$ cat src/rtl/cpu_pkg.sv
// cpu_pkg: shared widths, register-zero index and the MEM/WB writeback bundle.
package cpu_pkg;
  localparam int DATA_W = 32;
  localparam int ADDR_W = 5;
  localparam int NUM_REGS = 2 ** ADDR_W;
  localparam logic [ADDR_W-1:0] REG_ZERO = '0;
  typedef struct packed {
    logic              wr_en;
    logic              mem_to_reg;
    logic [DATA_W-1:0] mem_data;
    logic [DATA_W-1:0] alu_result;
    logic [ADDR_W-1:0] dest;
  } wb_bundle_t;
endpackage

$ cat src/rtl/regfile_core.sv
// regfile_core: register storage with synchronous clear, one write port and two raw read ports.
module regfile_core
  import cpu_pkg::*;
#(
  parameter int DW = DATA_W,
  parameter int AW = ADDR_W
) (
  input  logic          clk,
  input  logic          rst,
  input  logic          we,
  input  logic [AW-1:0] waddr,
  input  logic [DW-1:0] wdata,
  input  logic [AW-1:0] raddr1,
  input  logic [AW-1:0] raddr2,
  output logic [DW-1:0] rdata1,
  output logic [DW-1:0] rdata2
);
  localparam int N = 2 ** AW;
  logic [DW-1:0] regs_q [N];
  logic [DW-1:0] regs_d [N];
  always_comb begin
    for (int i = 0; i < N; i++)
      regs_d[i] = !rst ? '0 : (we && waddr == AW'(i)) ? wdata : regs_q[i];
  end
  always_ff @(posedge clk) begin
    for (int i = 0; i < N; i++) regs_q[i] <= regs_d[i];
  end
  assign rdata1 = regs_q[raddr1];
  assign rdata2 = regs_q[raddr2];
endmodule

$ cat src/rtl/writeback_regfile.sv
// writeback_regfile: writeback mux, commit gating, r0 masking, write-to-read bypass and commit counter.
module writeback_regfile
  import cpu_pkg::*;
#(
  parameter int DATA_W = cpu_pkg::DATA_W,
  parameter int ADDR_W = cpu_pkg::ADDR_W,
  parameter bit BYPASS = 1'b1
) (
  input  logic              clk,
  input  logic              rst,
  input  logic              WriteRegIn,
  input  logic              MemToRegIn,
  input  logic [DATA_W-1:0] dataMemoryDataIn,
  input  logic [DATA_W-1:0] ALUResultIn,
  input  logic [ADDR_W-1:0] registerIn,
  input  logic [ADDR_W-1:0] readReg1,
  input  logic [ADDR_W-1:0] readReg2,
  output logic [DATA_W-1:0] readData1,
  output logic [DATA_W-1:0] readData2,
  output logic [DATA_W-1:0] wbData,
  output logic [31:0]       wbCount
);
  wb_bundle_t wb;
  logic commit;
  logic [DATA_W-1:0] raw1, raw2;
  logic [31:0] wb_count_q, wb_count_d;
  assign wb = '{wr_en: WriteRegIn, mem_to_reg: MemToRegIn, mem_data: dataMemoryDataIn,
                alu_result: ALUResultIn, dest: registerIn};
  assign wbData = wb.mem_to_reg ? wb.mem_data : wb.alu_result;
  // Reset low suppresses both storage writes and bypass through this single term.
  assign commit = rst && wb.wr_en && (wb.dest != REG_ZERO);
  regfile_core #(.DW(DATA_W), .AW(ADDR_W)) u_core (
    .clk    (clk),
    .rst    (rst),
    .we     (commit),
    .waddr  (wb.dest),
    .wdata  (wbData),
    .raddr1 (readReg1),
    .raddr2 (readReg2),
    .rdata1 (raw1),
    .rdata2 (raw2)
  );
  always_comb begin
    readData1 = (readReg1 == REG_ZERO) ? '0 :
                (BYPASS && commit && wb.dest == readReg1) ? wbData : raw1;
    readData2 = (readReg2 == REG_ZERO) ? '0 :
                (BYPASS && commit && wb.dest == readReg2) ? wbData : raw2;
    wb_count_d = !rst ? '0 : commit ? wb_count_q + 32'd1 : wb_count_q;
  end
  always_ff @(posedge clk) wb_count_q <= wb_count_d;
  assign wbCount = wb_count_q;
endmodule

$ cat config.mk
export PLATFORM = sky130hd
export DESIGN_NAME = writeback_regfile
export DESIGN_NICKNAME = d
export VERILOG_FILES = /design/src/rtl/cpu_pkg.sv /design/src/rtl/regfile_core.sv /design/src/rtl/writeback_regfile.sv
export SDC_FILE = /design/constraint.sdc
export NUM_CORES = 1
export LEC_CHECK = 0
export ABC_AREA = 0
export CAP_MARGIN = 20
export CORE_AREA = 4 4 231 459
export CTS_BUF_LIST = sky130_fd_sc_hd__clkbuf_16
export DETAILED_ROUTE_END_ITERATION = 12
export DIE_AREA = 0 0 235 463
export PLACE_DENSITY = 0.67
export SLEW_MARGIN = 20
export SYNTH_ARGS = -nofsm -noshare
export SYNTH_HDL_FRONTEND = slang
export SYNTH_SLANG_ARGS = --single-unit
$ cat constraint.sdc
create_clock -name clk -period 13 [get_ports clk]
set_input_delay 1.95 -clock clk [delete_from_list [all_inputs] [get_ports clk]]
set_output_delay 1.95 -clock clk [all_outputs]
set_load 0.005 [all_outputs]
Yosys cells after proc, flatten, opt, wreduce, memory -nomap -nowiden
Memory sizes are Yosys's and may differ from the RTL's.
Cells that the tools add are included.
Storage, ports and cells
  register bits: 32
  bits in latches: 0
  memory bits (writable): 1024
  memory bits (read-only): 0
  input bits: 83
  output and inout bits: 128
  word-level logic and storage cells: 177
  memories: 1
Cells by class
  add/sub/neg operators: 1
  $mul: 0
  divide/modulo/power cells: 0
  $lt $le $gt $ge: 0
  equality and inequality tests: 65
  shifts and indexed selects: 0
  multiplexer cells: 69
  bitwise logic cells: 0
  reductions and logical operators: 40
Memories
  u_core.regs_q: words 32, bits a word 32, rd ports 2, clocked after memory_dff 0, write ports 32, line regfile_core.sv:19  | logic [DW-1:0] regs_q [N];
Operator list (count)
  $mux W32: 69
  $eq A5 B5 Y1 const B: 16
  $ne A2 B2 Y1 const B: 32
  $eq A5 B4 Y1 const B: 8
  $logic_and A1 B1 Y1: 36
  $add A32 B1 Y32 const B: 1
  $eq A5 B3 Y1 const B: 4
  $logic_not A5 Y1: 3
  $eq A5 B2 Y1 const B: 2
  $eq A5 B5 Y1: 2
  $eq A5 B1 Y1 const B: 1
  $reduce_bool A5 Y1: 1

Longest topological paths before layout
  word-level depth: 5
  mapped depth: 9
  gate-level depth less buffers: 6

Cells and area by module
A second synthesis with hierarchy kept.
Second synthesis, totals
  cell total of the unflattened synthesis: 3876
  area, all modules: 52469.1 um2
Modules (own cells, without submodules)
  regfile_core: times used 1, cells an instance 3428, area an instance 49019.5 um2, seq. area each 30749.5 um2
  writeback_regfile: times used 1, cells an instance 448, area an instance 3449.6 um2, seq. area each 640.6 um2

Least setup slack after synthesis
Ideal clock, no wire load.
  path kind: input port to flip-flop
  start: input registerIn[4]
  end: memory u_core.regs_q[1][0] (netlist name) (enable)
  library setup time: 0.466 ns
  data arrival time: 5.066 ns
  slack: 7.469 ns
  cell stages on the path: 4
  path through: buf_4 > clkbuf_1 > or3b_2 > o21ai_0
RTL lines
  start, declared: line writeback_regfile.sv:15  | input logic [ADDR_W-1:0] registerIn,
  end, declared: line regfile_core.sv:19

Final worst setup path
  start: input readReg2[1]
  end: output readData2[12]
On the way
  longest elaborated chain between the ends: 4
  elaborated cells between the ends (all ways): 6
  those cells by class: 1 x eq/ne; 2 x mux; 2 x reduce/logical; 1 x memory
RTL lines
  start, declared: line writeback_regfile.sv:17  | input logic [ADDR_W-1:0] readReg2,
  branches (longest 3 deep; another with $mem_v2 Z32 W32)
  $mux W32 (*): line writeback_regfile.sv:46  | readData2 = (readReg2 == REG_ZERO) ? '0 :
  end, declared: line writeback_regfile.sv:19  | output logic [DATA_W-1:0] readData2,
Every way passes the cells marked *.

==> impl_metrics.toml <==
[power]
p_leak_nw = 20.22
vdd_drop_max_v = 0.0001117
p_per_area_nw_per_um2 = 143.4

[routing]
firstDrtPassIters = 5
via_count = 34566
ant_nets = 0
routed_via_density = 7.115
drc = 0
wirelength_mm = 175.8
drt-initial-drc-count = 4798
wl_per_cell_um = 36.19

[cts]
cts_hold_buffers = 0
tritoncts = "done"
numCtsBuffers = 92
cts_resized = 0
clk_pin_slew_ns = 0.07
cts_max_path_buffers = 3
clk_latency_ns = 0.70
root_buffer = "clkbuf_16"
cts_sinks = 1056
post_cts.repair.setup_buffers = 0
htree_levels = 3

[grt]
gr-total-overflow = 0
grt_pass1_vias = 35175
antenna_found_initial = 6
grt_start_max_net_pins = 95
grtUsageTotal_pct = 31.03
grt_pass1_wl_mm = 246.3

[yosys]
ys_top_cells_by_count = "edfxtp_1 (1024), mux2i_1 (641), a22oi_1 (305)"
synth_xor_xnor_area_share_pct = 0.5666
synth_top_family_by_area = "multiplexers"
yosys.cell_count.top_type = "edfxtp_1"
async_flop_share_pct = 0
yosysSeqAreaShare_pct = 61.54
synth_top_cell_area_share_pct = 60.29
ys.flop_type = "edfxtp_1"
synth_area_leaders = "edfxtp_1 (60%), mux2i_1 (13%), mux4_2 (7.8%), a22oi_1 (4.5%), a21oi_1 (2.0%)"
synth_area_um2 = 51010
synth-seq-cells = 1056
yosys_warnings = 0
synthMuxAreaShare_pct = 21.41
synth-simple-area-share_pct = 3.020
synth_cells = 3300
synth_compound_area_share_pct = 10.39
synth_nets = 3384
yosys.cell_types.count = 72
synth_area_leader_cell = "edfxtp_1"
avgSynthCellArea_um2 = 15.46
synth_fa_ha_area_share_pct = 0.02453
synth_edf_count = 1024

[hold_path]
worstHoldStart = "wbCount[31]"
hold_path_class = "reg2reg"

[floorplanning]
core_um2 = 102400
die_width_um = 235
fp.dieH_um = 463
start_util_pct = 49.81
fp-row-count = 166
die-area_um2 = 108800
ios = 211

[sta]
skew_ns = 0.02471
max_freq_mhz = 119.2
slew_headroom_pct = 21.18
fin_crit_ns = 8.392
rsz0062_at_grt = "no"
tns_ns = 0
report.final.slew_viol_count = 0
hold_viol = 0
tightestPinTransition_ns = 1.149
period_share_pct = 64.56
finalSetupViolations = 0

[setup_path]
r2r-start = "wbCount[3]"
crit_path_start = "readReg2[1]"
crit_path_max_fanout = 80
worst_setup_path_start_kind = "primary input"
criticalPathCategory = "in2out"
cp_data_arrival_time_ns = 6.44
critPathCaptureType = "output pin"
worstPathRequired_ns = 11.05
reg2reg_slack_ns = 10.73

[placed_design]
portBuffers = 210
place_area_um2 = 54550
dp.cells = 4687
dpl.hpwl_mm = 100.8
gp_congestion = 0.8669

[finish]
fin_util_pct = 56.31
fin_area_um2 = 57660
nets = 3523
instances_no_fill = 4858
syn2layout_area_growth_pct = 13.04
layout-drive-gt1-share_pct = 15.63

[status]
status = "finished clean"

[flow_run]
cap_violations = 0
## critical path, stage by stage
cell             delay (ns)
buf_8                  0.56
buf_4                  0.78
buf_4                  0.84
mux2i_1                0.18
a22oi_1                0.23
a21oi_1                0.12
or4_1                  0.71
a21oi_1                0.27
clkdlybuf4s50_1        0.55
## metrics by stage
stage / hold slack, ns / worst slack, ns / total power (W)
finish: 0.5213 / 4.608 / 0.008267
global placement: 0.4747 / 4.739 / 0.005417
global route: 0.5333 / 4.462 / 0.008489
floorplan: 0.4682 / 7.469 / 0.004946
CTS: 0.5134 / 4.716 / 0.008258
detailed placement: 0.5007 / 4.711 / 0.005476
## layout make-up
type,instances,area (um2)
fill,7855,44740
sequential,1056,31390
multi-input combinational,1959,18540
timing repair buffer,312,2930
clock buffer,95,2377
tap,1344,1682
clock inverter,73,670.6
inverter,18,70.07
antenna,1,2.502
## routing by layer
layer | vias to the layer above | wire length, um | global-route usage [%]
met5 | - | 53 | 0
met4 | 8 | 13620 | 20.53
met3 | 648 | 17300 | 6.548
met2 | 2449 | 85610 | 51.65
met1 | 17649 | 59250 | 36.33
li1 | 13812 | - | -
## report_power, final
group	leakage (nW)	switching, W	internal [W]
Sequential	10.2	0.000156	0.00409
Combinational	8.54	0.000713	0.000480
Clock	1.54	0.00125	0.00158
Total	20.2	0.00212	0.00615
## flip-flops by register name, indices dropped and copies added, names as in the netlist
register       flops
wbCount           32
u_core.regs_q   1024
## cells in the final DEF, fill, tap and decap left out, types with 28 or more instances in the layout
master,instances
mux4_2,176
o21ai_0,80
mux2_2,48
nor2_1,41
edfxtp_1,1024
or4_1,36
clkdlybuf4s50_1,200
mux2i_1,641
clkbuf_16,95
buf_4,98
a21oi_1,203
o22ai_1,44
nand2_1,28
inv_1,31
a22oi_1,305
o21ai_4,31
dfxtp_1,32
## final timing paths
check             endpoint  cells past startpoint
max reg2reg    wbCount[27]                      5
min            wbCount[31]                      2
min reg2reg    wbCount[31]                      2
max          readData2[12]                      9
## cell families after synthesis
| logic type | after synthesis |
|---|---|
| buffers and inverters | 285 |
| AO/OA/AOI/OAI | 798 |
| flip-flops | 1056 |
| adder cells (fa/ha/maj) | 1 |
| AND/OR/NAND/NOR | 262 |
| multiplexers | 865 |
| XOR/XNOR | 33 |
Power figures use the tool's default switching activity.
